[src/rtl/digit_serial_alu_if.sv]
// Request/response bundle for the digit-serial ALU: operands and op in, result and SM83 flags out.
interface digit_serial_alu_if #(parameter int WIDTH = 8);
  logic             start;
  logic [2:0]       op;
  logic [WIDTH-1:0] a;
  logic [WIDTH-1:0] b;
  logic             carry_in;
  logic             busy;
  logic             done;
  logic [WIDTH-1:0] result;
  logic             flag_z;
  logic             flag_n;
  logic             flag_h;
  logic             flag_c;

  modport master (output start, op, a, b, carry_in,
                  input  busy, done, result, flag_z, flag_n, flag_h, flag_c);
  modport slave  (input  start, op, a, b, carry_in,
                  output busy, done, result, flag_z, flag_n, flag_h, flag_c);
endinterface

[src/rtl/digit_serial_alu.sv]
// Digit-serial ALU: WIDTH-bit operands, DIGIT bits per clock, LSD first, SM83 Z/N/H/C flags.
module digit_serial_alu #(
  parameter int WIDTH = 8,
  parameter int DIGIT = 4,
  parameter int HBIT  = 4
) (
  input logic              clk,
  input logic              reset,
  digit_serial_alu_if.slave bus
);
  localparam int NDIG = WIDTH / DIGIT;
  localparam int CW   = (NDIG > 1) ? $clog2(NDIG) : 1;
  localparam logic [CW-1:0] LAST = CW'(NDIG - 1);
  localparam logic [CW-1:0] HIDX = CW'(HBIT / DIGIT - 1);

  localparam logic [2:0] OP_ADD = 3'd0, OP_ADC = 3'd1, OP_SUB = 3'd2, OP_SBC = 3'd3,
                         OP_AND = 3'd4, OP_XOR = 3'd5, OP_OR  = 3'd6, OP_CP  = 3'd7;

  typedef enum logic [1:0] {S_IDLE, S_RUN, S_DONE} state_t;

  state_t           r_state, w_state_nxt;
  logic [CW-1:0]    r_cnt;
  logic [WIDTH-1:0] r_a, r_b, r_sh, r_result;
  logic [2:0]       r_op;
  logic             r_cy, r_zacc, r_hraw;
  logic             r_z, r_n, r_h, r_c;

  logic             w_accept, w_last, w_sub, w_cin0, w_cout, w_zero;
  logic [DIGIT-1:0] w_da, w_db, w_dig;
  logic [DIGIT:0]   w_sum;
  logic [WIDTH-1:0] w_a_rot, w_res, w_final;
  logic             w_fn, w_fh, w_fc;

  assign w_accept = bus.start && (r_state != S_RUN);
  assign w_last   = (r_cnt == LAST);

  always_comb begin
    w_state_nxt = r_state;
    case (r_state)
      S_IDLE:  if (bus.start) w_state_nxt = S_RUN;
      S_RUN:   if (w_last)    w_state_nxt = S_DONE;
      S_DONE:  w_state_nxt = bus.start ? S_RUN : S_IDLE;
      default: w_state_nxt = S_IDLE;
    endcase
  end

  always_comb begin
    case (bus.op)
      OP_ADC:        w_cin0 = bus.carry_in;
      OP_SUB, OP_CP: w_cin0 = 1'b1;
      OP_SBC:        w_cin0 = !bus.carry_in;
      default:       w_cin0 = 1'b0;
    endcase
  end

  // Operand A is rotated rather than shifted so CP can return it intact at the last digit.
  assign w_sub   = (r_op == OP_SUB) || (r_op == OP_SBC) || (r_op == OP_CP);
  assign w_da    = r_a[DIGIT-1:0];
  assign w_db    = w_sub ? ~r_b[DIGIT-1:0] : r_b[DIGIT-1:0];
  assign w_sum   = {1'b0, w_da} + {1'b0, w_db} + {{DIGIT{1'b0}}, r_cy};
  assign w_cout  = w_sum[DIGIT];
  assign w_a_rot = {w_da, r_a[WIDTH-1:DIGIT]};

  always_comb begin
    case (r_op)
      OP_AND:  w_dig = w_da & r_b[DIGIT-1:0];
      OP_XOR:  w_dig = w_da ^ r_b[DIGIT-1:0];
      OP_OR:   w_dig = w_da | r_b[DIGIT-1:0];
      default: w_dig = w_sum[DIGIT-1:0];
    endcase
  end

  assign w_res   = {w_dig, r_sh[WIDTH-1:DIGIT]};
  assign w_zero  = r_zacc && (w_dig == '0);
  assign w_final = (r_op == OP_CP) ? w_a_rot : w_res;

  always_comb begin
    w_fn = 1'b0;
    w_fh = 1'b0;
    w_fc = 1'b0;
    case (r_op)
      OP_ADD, OP_ADC: begin w_fh = r_hraw;  w_fc = w_cout;  end
      OP_SUB, OP_SBC, OP_CP: begin w_fn = 1'b1; w_fh = !r_hraw; w_fc = !w_cout; end
      OP_AND: w_fh = 1'b1;
      default: ;
    endcase
  end

  always_ff @(posedge clk) begin
    if (reset) begin
      r_state  <= S_IDLE;
      r_cnt    <= '0;
      r_a      <= '0;
      r_b      <= '0;
      r_sh     <= '0;
      r_op     <= OP_ADD;
      r_cy     <= 1'b0;
      r_zacc   <= 1'b0;
      r_hraw   <= 1'b0;
      r_result <= '0;
      r_z      <= 1'b0;
      r_n      <= 1'b0;
      r_h      <= 1'b0;
      r_c      <= 1'b0;
    end else begin
      r_state <= w_state_nxt;
      if (w_accept) begin
        r_a    <= bus.a;
        r_b    <= bus.b;
        r_op   <= bus.op;
        r_cy   <= w_cin0;
        r_cnt  <= '0;
        r_zacc <= 1'b1;
        r_hraw <= 1'b0;
      end else if (r_state == S_RUN) begin
        r_a    <= w_a_rot;
        r_b    <= r_b >> DIGIT;
        r_sh   <= w_res;
        r_cy   <= w_cout;
        r_zacc <= w_zero;
        r_cnt  <= r_cnt + 1'b1;
        if (r_cnt == HIDX) r_hraw <= w_cout;
        if (w_last) begin
          r_result <= w_final;
          r_z      <= w_zero;
          r_n      <= w_fn;
          r_h      <= w_fh;
          r_c      <= w_fc;
        end
      end
    end
  end

  assign bus.busy   = (r_state == S_RUN);
  assign bus.done   = (r_state == S_DONE);
  assign bus.result = r_result;
  assign bus.flag_z = r_z;
  assign bus.flag_n = r_n;
  assign bus.flag_h = r_h;
  assign bus.flag_c = r_c;
endmodule

[src/flat_wrapper.sv]
// flat-port wrapper written by rule: the top's interface ports become plain ports
module digit_serial_alu_flat 
#(
  parameter int WIDTH = 8,
  parameter int DIGIT = 4,
  parameter int HBIT  = 4
)
  (clk, reset, bus_start, bus_op, bus_a, bus_b, bus_carry_in, bus_busy, bus_done, bus_result, bus_flag_z, bus_flag_n, bus_flag_h, bus_flag_c);
  digit_serial_alu_if #(.WIDTH(WIDTH)) bus_i ();
  input logic clk;
  input logic reset;
  input wire logic [$bits(bus_i.start)-1:0] bus_start;
  input wire logic [$bits(bus_i.op)-1:0] bus_op;
  input wire logic [$bits(bus_i.a)-1:0] bus_a;
  input wire logic [$bits(bus_i.b)-1:0] bus_b;
  input wire logic [$bits(bus_i.carry_in)-1:0] bus_carry_in;
  output wire logic [$bits(bus_i.busy)-1:0] bus_busy;
  output wire logic [$bits(bus_i.done)-1:0] bus_done;
  output wire logic [$bits(bus_i.result)-1:0] bus_result;
  output wire logic [$bits(bus_i.flag_z)-1:0] bus_flag_z;
  output wire logic [$bits(bus_i.flag_n)-1:0] bus_flag_n;
  output wire logic [$bits(bus_i.flag_h)-1:0] bus_flag_h;
  output wire logic [$bits(bus_i.flag_c)-1:0] bus_flag_c;
  assign bus_i.start = bus_start;
  assign bus_i.op = bus_op;
  assign bus_i.a = bus_a;
  assign bus_i.b = bus_b;
  assign bus_i.carry_in = bus_carry_in;
  assign bus_busy = bus_i.busy;
  assign bus_done = bus_i.done;
  assign bus_result = bus_i.result;
  assign bus_flag_z = bus_i.flag_z;
  assign bus_flag_n = bus_i.flag_n;
  assign bus_flag_h = bus_i.flag_h;
  assign bus_flag_c = bus_i.flag_c;
  digit_serial_alu #(.WIDTH(WIDTH), .DIGIT(DIGIT), .HBIT(HBIT)) u_core (.clk(clk), .reset(reset), .bus(bus_i));
endmodule
[config.mk]
export PLATFORM = sky130hd
export DESIGN_NAME = digit_serial_alu_flat
export DESIGN_NICKNAME = d
export VERILOG_FILES = /design/src/rtl/digit_serial_alu_if.sv /design/src/rtl/digit_serial_alu.sv /design/src/flat_wrapper.sv
export SDC_FILE = /design/constraint.sdc
export NUM_CORES = 1
export LEC_CHECK = 0
export CORE_ASPECT_RATIO = 0.75
export CORE_MARGIN = 2
export CORE_UTILIZATION = 40
export CTS_CLUSTER_SIZE = 24
export DETAILED_ROUTE_END_ITERATION = 7
export SYNTH_ARGS = -nofsm -noshare
export SYNTH_HDL_FRONTEND = slang
export SYNTH_SLANG_ARGS = --single-unit
[constraint.sdc]
create_clock -name clk -period 3.4 [get_ports clk]
set_input_delay 1.02 -clock clk [delete_from_list [all_inputs] [get_ports clk]]
set_output_delay 1.02 -clock clk [all_outputs]
set_load 0.05 [all_outputs]
==> flow_summary.toml, run 1 <==
[sta]
skew_ns = 0.00417
timing.fmax_ghz = 0.342
tightest_slew_ns = 0.656
post-route-period-util = 0.860
rsz0062_at_grt = "no"
hold_viol_final = 0
setup_violations = 0
min_period_ns = 2.93
slew_headroom = 0.562
setup_ws_ns = 0.474
tns_ns = 0
slew_violations = 0

[worst_setup_path]
critPathRequiredTime_ns = 3.61
path_max_fanout = 8
worstSetupPathType = "reg2reg"
worstPathArrival_ns = 3.14
cp-start-kind = "flop"
end_kind = "flop"

[synthesis]
syn-cell-area_mm2 = 0.00227
synth_edf_count = 0
synth_seq_cells = 41
synth_top_area_frac = 0.361
synth-seq-area-share = 0.361
yosysMostFrequentCell = "dfxtp_1"
async_flop_share = 0
netlist_instances = 266
synth_commonest_cells = "dfxtp_1 (41), nor2_1 (38), mux2i_1 (21), a211oi_1 (19)"
yosysWarnings = 0
netlist_top_cells_area = "dfxtp_1 (36%), mux2i_1 (9.2%), ha_1 (6.6%)"
synth_cell_types = 45
syn-num-nets = 303
yosysTopAreaCell = "dfxtp_1"
synthFlopType = "dfxtp_1"
avgSynthCellArea_um2 = 8.55

[detailed_routing]
vias = 1885
avgRoutedWirePerCell_um = 14.1
finalWirelength_mm = 5.21
drt_first_pass_iters = 4
drtIter0Drc = 116
drcViolationCount = 0
antenna_left = 0
via_per_inst = 5.08

[worst_hold_path]
hp-class = "reg2reg"

[layout]
area_growth_pct = 22.8
diodes = 0
fillerInstances = 537
multi_input_area_mm2 = 0.00129
nets = 332
regArea_um2 = 821
layout-drive-gt1-share = 0.0709

[placement]
place_congestion = 0.882
io_buffer_count = 36
dp_hpwl_mm = 3.68
dp_slack_ns = 0.512

[clock_network]
cts_buffers = 5
cts-root-buf = "clkbuf_8"
ctsHoldBuffers = 0
cts_tree = "yes"
htreeDepth = 2
clock_sinks = 41
cts_resized = 0
clk_path_buf_depth = 2
clock_latency_ns = 0.30
cts.clk_slew.worst_paths_ns = 0.08
post_cts_buffers = 0

[pwr]
peakVddDrop_v = 0.000195
leakagePower_nw = 1.13
power.density_mw_per_mm2 = 447

[global_route]
grt_pass1_vias = 1741
grt_pass1_wl_mm = 8.57
grt_max_degree = 33
antenna_found_initial = 0
overflow = 0
grt_usage = 0.168

[floorplan]
core_area_mm2 = 0.00541
die_w_um = 91.1
die_y_um = 69.3
die-area_mm2 = 0.00631
rows = 23
start_util = 0.420
io_pins = 37

[job]
drv_cap = 0

[run_status]
status = "finished, final reports clean"
==> critical path: stages, from the launching register on <==
cell,delay [ns]
dfxtp_1,0.47
inv_2,0.12
o21ai_2,0.36
xnor2_1,0.13
fa_1,0.41
fa_1,0.41
xor2_1,0.17
nor2_1,0.06
a31oi_1,0.27
nand4bb_1,0.20
a221oi_2,0.23
==> sequential cells by signal (all words and copies together) (netlist names) <==
signal             count
u_core.bus.flag_c      1
u_core.bus.flag_h      1
u_core.bus.flag_n      1
u_core.bus.flag_z      1
u_core.bus.result      8
u_core.r_a             8
u_core.r_b             8
u_core.r_cnt           1
u_core.r_cy            1
u_core.r_hraw          1
u_core.r_op            3
u_core.r_sh            4
u_core.r_state         2
u_core.r_zacc          1
==> layout make-up <==
type / instances / area share
Clock buffer: 7 / 0.0309
Clock inverter: 1 / 0.0108
Inverter: 17 / 0.0228
Multi-Input combinational cell: 189 / 0.462
Sequential cell: 41 / 0.294
Tap cell: 75 / 0.0336
Timing Repair Buffer: 41 / 0.146
==> cell usage in the layout, fill, tap and decap left out, types with 2 or more instances in the layout <==
| cell type | synthesis | final |
|---|---|---|
| a21oi_1 | 15 | 15 |
| nor2b_1 | 7 | 7 |
| buf_4 | 1 | 5 |
| clkdlybuf4s50_1 | 0 | 35 |
| clkbuf_8 | 0 | 6 |
| nor2_1 | 38 | 38 |
| xnor2_1 | 4 | 4 |
| a31oi_1 | 2 | 2 |
| a221oi_2 | 2 | 2 |
| nand3_1 | 7 | 7 |
| nor3_1 | 7 | 7 |
| nand2b_1 | 3 | 3 |
| dfxtp_1 | 41 | 41 |
| a311oi_1 | 2 | 2 |
| ha_1 | 12 | 12 |
| o21ai_0 | 8 | 8 |
| nor3b_1 | 2 | 2 |
| inv_2 | 2 | 2 |
| fa_1 | 2 | 2 |
| nand3b_1 | 2 | 2 |
| nand2_1 | 14 | 14 |
| inv_1 | 15 | 15 |
| and2_1 | 4 | 4 |
| a211oi_1 | 19 | 19 |
| mux2i_1 | 21 | 21 |
==> stage by stage <==
stage / std cells / utilization / cell area, µm² / total power [mW] / hold WS (ns)
after global routing: 371 / 0.516 / 2790 / 1.32 / 0.491
after global placement: 363 / 0.495 / 2680 / 0.852 / 0.446
final: 371 / 0.516 / 2790 / 1.25 / 0.462
after detailed placement: 363 / 0.495 / 2680 / 0.851 / 0.451
after floorplan: 266 / - / 2270 / 0.764 / 0.436
after CTS: 371 / 0.516 / 2790 / 1.26 / 0.464
==> metal layers <==
layer,vias to the layer above,track usage,wire [µm]
li1,982,-,-
met1,854,0.239,2640
met2,39,0.252,2250
met3,10,0.0435,249
met4,0,0.0455,76
met5,-,0,0
==> worst paths after layout <==
check | slack, ns | cells after the start | startpoint | end
hold / removal | 0.46 | 2 | u_core.r_sh[4] | u_core.r_sh[4]
setup / recovery | 0.47 | 10 | u_core.r_op[2] | u_core.r_zacc
setup reg to reg | 0.47 | 10 | u_core.r_op[2] | u_core.r_zacc
hold reg to reg | 0.46 | 2 | u_core.r_sh[4] | u_core.r_sh[4]
==> power by group <==
group | internal (mW) | leakage [nW] | switching (mW) | total, mW
clock network | 0.239 | 0.0585 | 0.168 | 0.407
logic | 0.132 | 0.737 | 0.163 | 0.296
registers | 0.514 | 0.336 | 0.0309 | 0.545
total | 0.886 | 1.13 | 0.362 | 1.25
==> logic make-up after synthesis <==
logic type / count (synthesis) / synth area share
AND/OR/NAND/NOR: 90 / 0.189
AO/OA/AOI/OAI: 59 / 0.183
flip-flops: 41 / 0.361
buffers and inverters: 36 / 0.0721
multiplexers: 21 / 0.0924
adder cells (fa/ha/maj): 14 / 0.0836
XOR/XNOR: 5 / 0.0193
Power figures use the tool's default switching activity.
==> inputs of run 2 (changes only) <==
--- a/config.mk
+++ b/config.mk
@@ -7,9 +7,11 @@
 export LEC_CHECK = 0
 export CORE_ASPECT_RATIO = 0.75
 export CORE_MARGIN = 2
-export CORE_UTILIZATION = 40
+export CORE_UTILIZATION = 55
 export CTS_CLUSTER_SIZE = 24
 export DETAILED_ROUTE_END_ITERATION = 7
+export HOLD_SLACK_MARGIN = 0.02
+export PLACE_DENSITY = 0.82
 export SYNTH_ARGS = -nofsm -noshare
 export SYNTH_HDL_FRONTEND = slang
 export SYNTH_SLANG_ARGS = --single-unit
==> constraint.sdc (replaced) <==
create_clock -name clk -period 3.7 [get_ports clk]
set_input_delay 1.11 -clock clk [delete_from_list [all_inputs] [get_ports clk]]
set_output_delay 1.11 -clock clk [all_outputs]
set_load 0.05 [all_outputs]
==> run 2 against run 1 <==
Effect of this change: sequential power down 7.9%; sequential share of layout area grew 0.24 points; hold slack gained 0.0023 ns; critical path type is now reg2out.
==> flow_summary.toml, run 2 (synthesis results as in run 1) <==
[run_status]
status = "finished, final reports clean"

[clock_network]
clock_latency_ns = 0.29
clk_path_buf_depth = 2
ctsHoldBuffers = 0
cts_tree = "yes"
cts_resized = 0
cts-root-buf = "clkbuf_8"
cts_buffers = 5
htreeDepth = 2
clock_sinks = 41
post_cts_buffers = 0
cts.clk_slew.worst_paths_ns = 0.08

[global_route]
grt_pass1_wl_mm = 8.21
grt_max_degree = 33
grt_usage = 0.231
overflow = 0
antenna_found_initial = 0
grt_pass1_vias = 1770

[layout]
stdcell_count = 351
area_growth_pct = 21.8
final_cell_mix = "dfxtp_1 (41), nor2_1 (38), clkdlybuf4s50_1 (36)"
diodes = 0
fillerInstances = 341
layout_commonest_cell = "dfxtp_1"
nets = 332
layout-drive-gt1-share = 0.0676

[sta]
setup_violations = 0
tightest_slew_ns = 0.830
skew_ns = 0.00663
slew_violations = 0
rsz0062_at_grt = "no"
hold_viol_final = 0
tns_ns = 0
post-route-period-util = 0.813
timing.fmax_ghz = 0.333
slew_headroom = 0.445
min_period_ns = 3.01

[worst_setup_path]
cp_cell_sequence = "nand2b_1 > inv_2 > clkdlybuf4s50_1"
worstSetupPathType = "reg2out"
end_kind = "output pin"
slowest_delay_ns = 0.87
critPathRequiredTime_ns = 2.59
path_max_fanout = 16
cp-start-kind = "flop"
reg2reg_depth = 10
critPathSlowestCell = "clkdlybuf4s50_1"
worstPathArrival_ns = 1.90

[detailed_routing]
drtIter0Drc = 65
finalWirelength_mm = 5.02
drcViolationCount = 0
vias = 1928
drt_first_pass_iters = 4
antenna_left = 0
via_per_inst = 5.49
avgRoutedWirePerCell_um = 14.3

[floorplan]
die_y_um = 59.7
core_area_mm2 = 0.00400
die_w_um = 78.3
io_pins = 37
rows = 20
start_util = 0.568
die-area_mm2 = 0.00467

[job]
drv_cap = 0

[worst_hold_path]
hp-class = "reg2reg"
hold_depth = 2

[pwr]
peakVddDrop_v = 0.000282
power.density_mw_per_mm2 = 416
leakagePower_nw = 1.13

[placement]
dp_hpwl_mm = 3.57
io_buffer_count = 36
dp_cells = 343
place_congestion = 0.977
==> run 2: cell types whose count changed in the layout (fill, tap and decap cells not counted) <==
cell             change
buf_4                -1
clkdlybuf4s50_1      +1
==> run 2: where the power goes <==
part           internal [mW]  total, mW  switching [mW]
Clock                  0.220      0.373           0.153
Combinational          0.123      0.276           0.153
Sequential             0.472      0.502          0.0295
Total                  0.816       1.15           0.335
==> run 2: worst max-delay path: cells and delay by family (launching register included) <==
kind | cells | cell delay [ns]
AND/OR/NAND/NOR | 1 | 0.16
flip-flops | 1 | 0.31
buffers and inverters | 2 | 1.15
==> run 2: final cells by class <==
class | count | area [µm²] | area share
multi-input combinational | 189 | 1290 | 0.466
sequential | 41 | 821 | 0.296
timing repair buffer | 41 | 410 | 0.148
clock buffer | 7 | 86.3 | 0.0312
tap | 55 | 68.8 | 0.0248
inverter | 17 | 63.8 | 0.0230
clock inverter | 1 | 30.0 | 0.0108
==> run 2: metal layers <==
metal,GRT usage,vias to the layer above,share of wire
met5,0,-,0
met4,0.0702,0,0.011
met3,0.0498,7,0.040
met2,0.387,46,0.45
met1,0.307,893,0.50
li1,-,982,-
==> run 2: path summary, 6_finish.rpt <==
kind                                        start        endpoint  slack, ns
worst max-delay path            u_core.r_state[1]        bus_busy       0.69
worst min-delay path               u_core.r_sh[7]  u_core.r_sh[7]       0.46
worst max register to register     u_core.r_op[2]   u_core.r_zacc       0.70
worst min register to register     u_core.r_sh[7]  u_core.r_sh[7]       0.46
==> run 2: per-stage QoR <==
step	setup WS (ns)	util	hold WS, ns	power, mW	cell area (µm²)
after CTS	0.687	0.692	0.465	1.16	2770
after detailed placement	0.800	0.663	0.454	0.785	2650
after global placement	0.847	0.663	0.447	0.779	2650
after floorplan	1.09	-	0.436	0.702	2270
final	0.693	0.692	0.464	1.15	2770
after global routing	0.506	0.692	0.480	1.21	2770
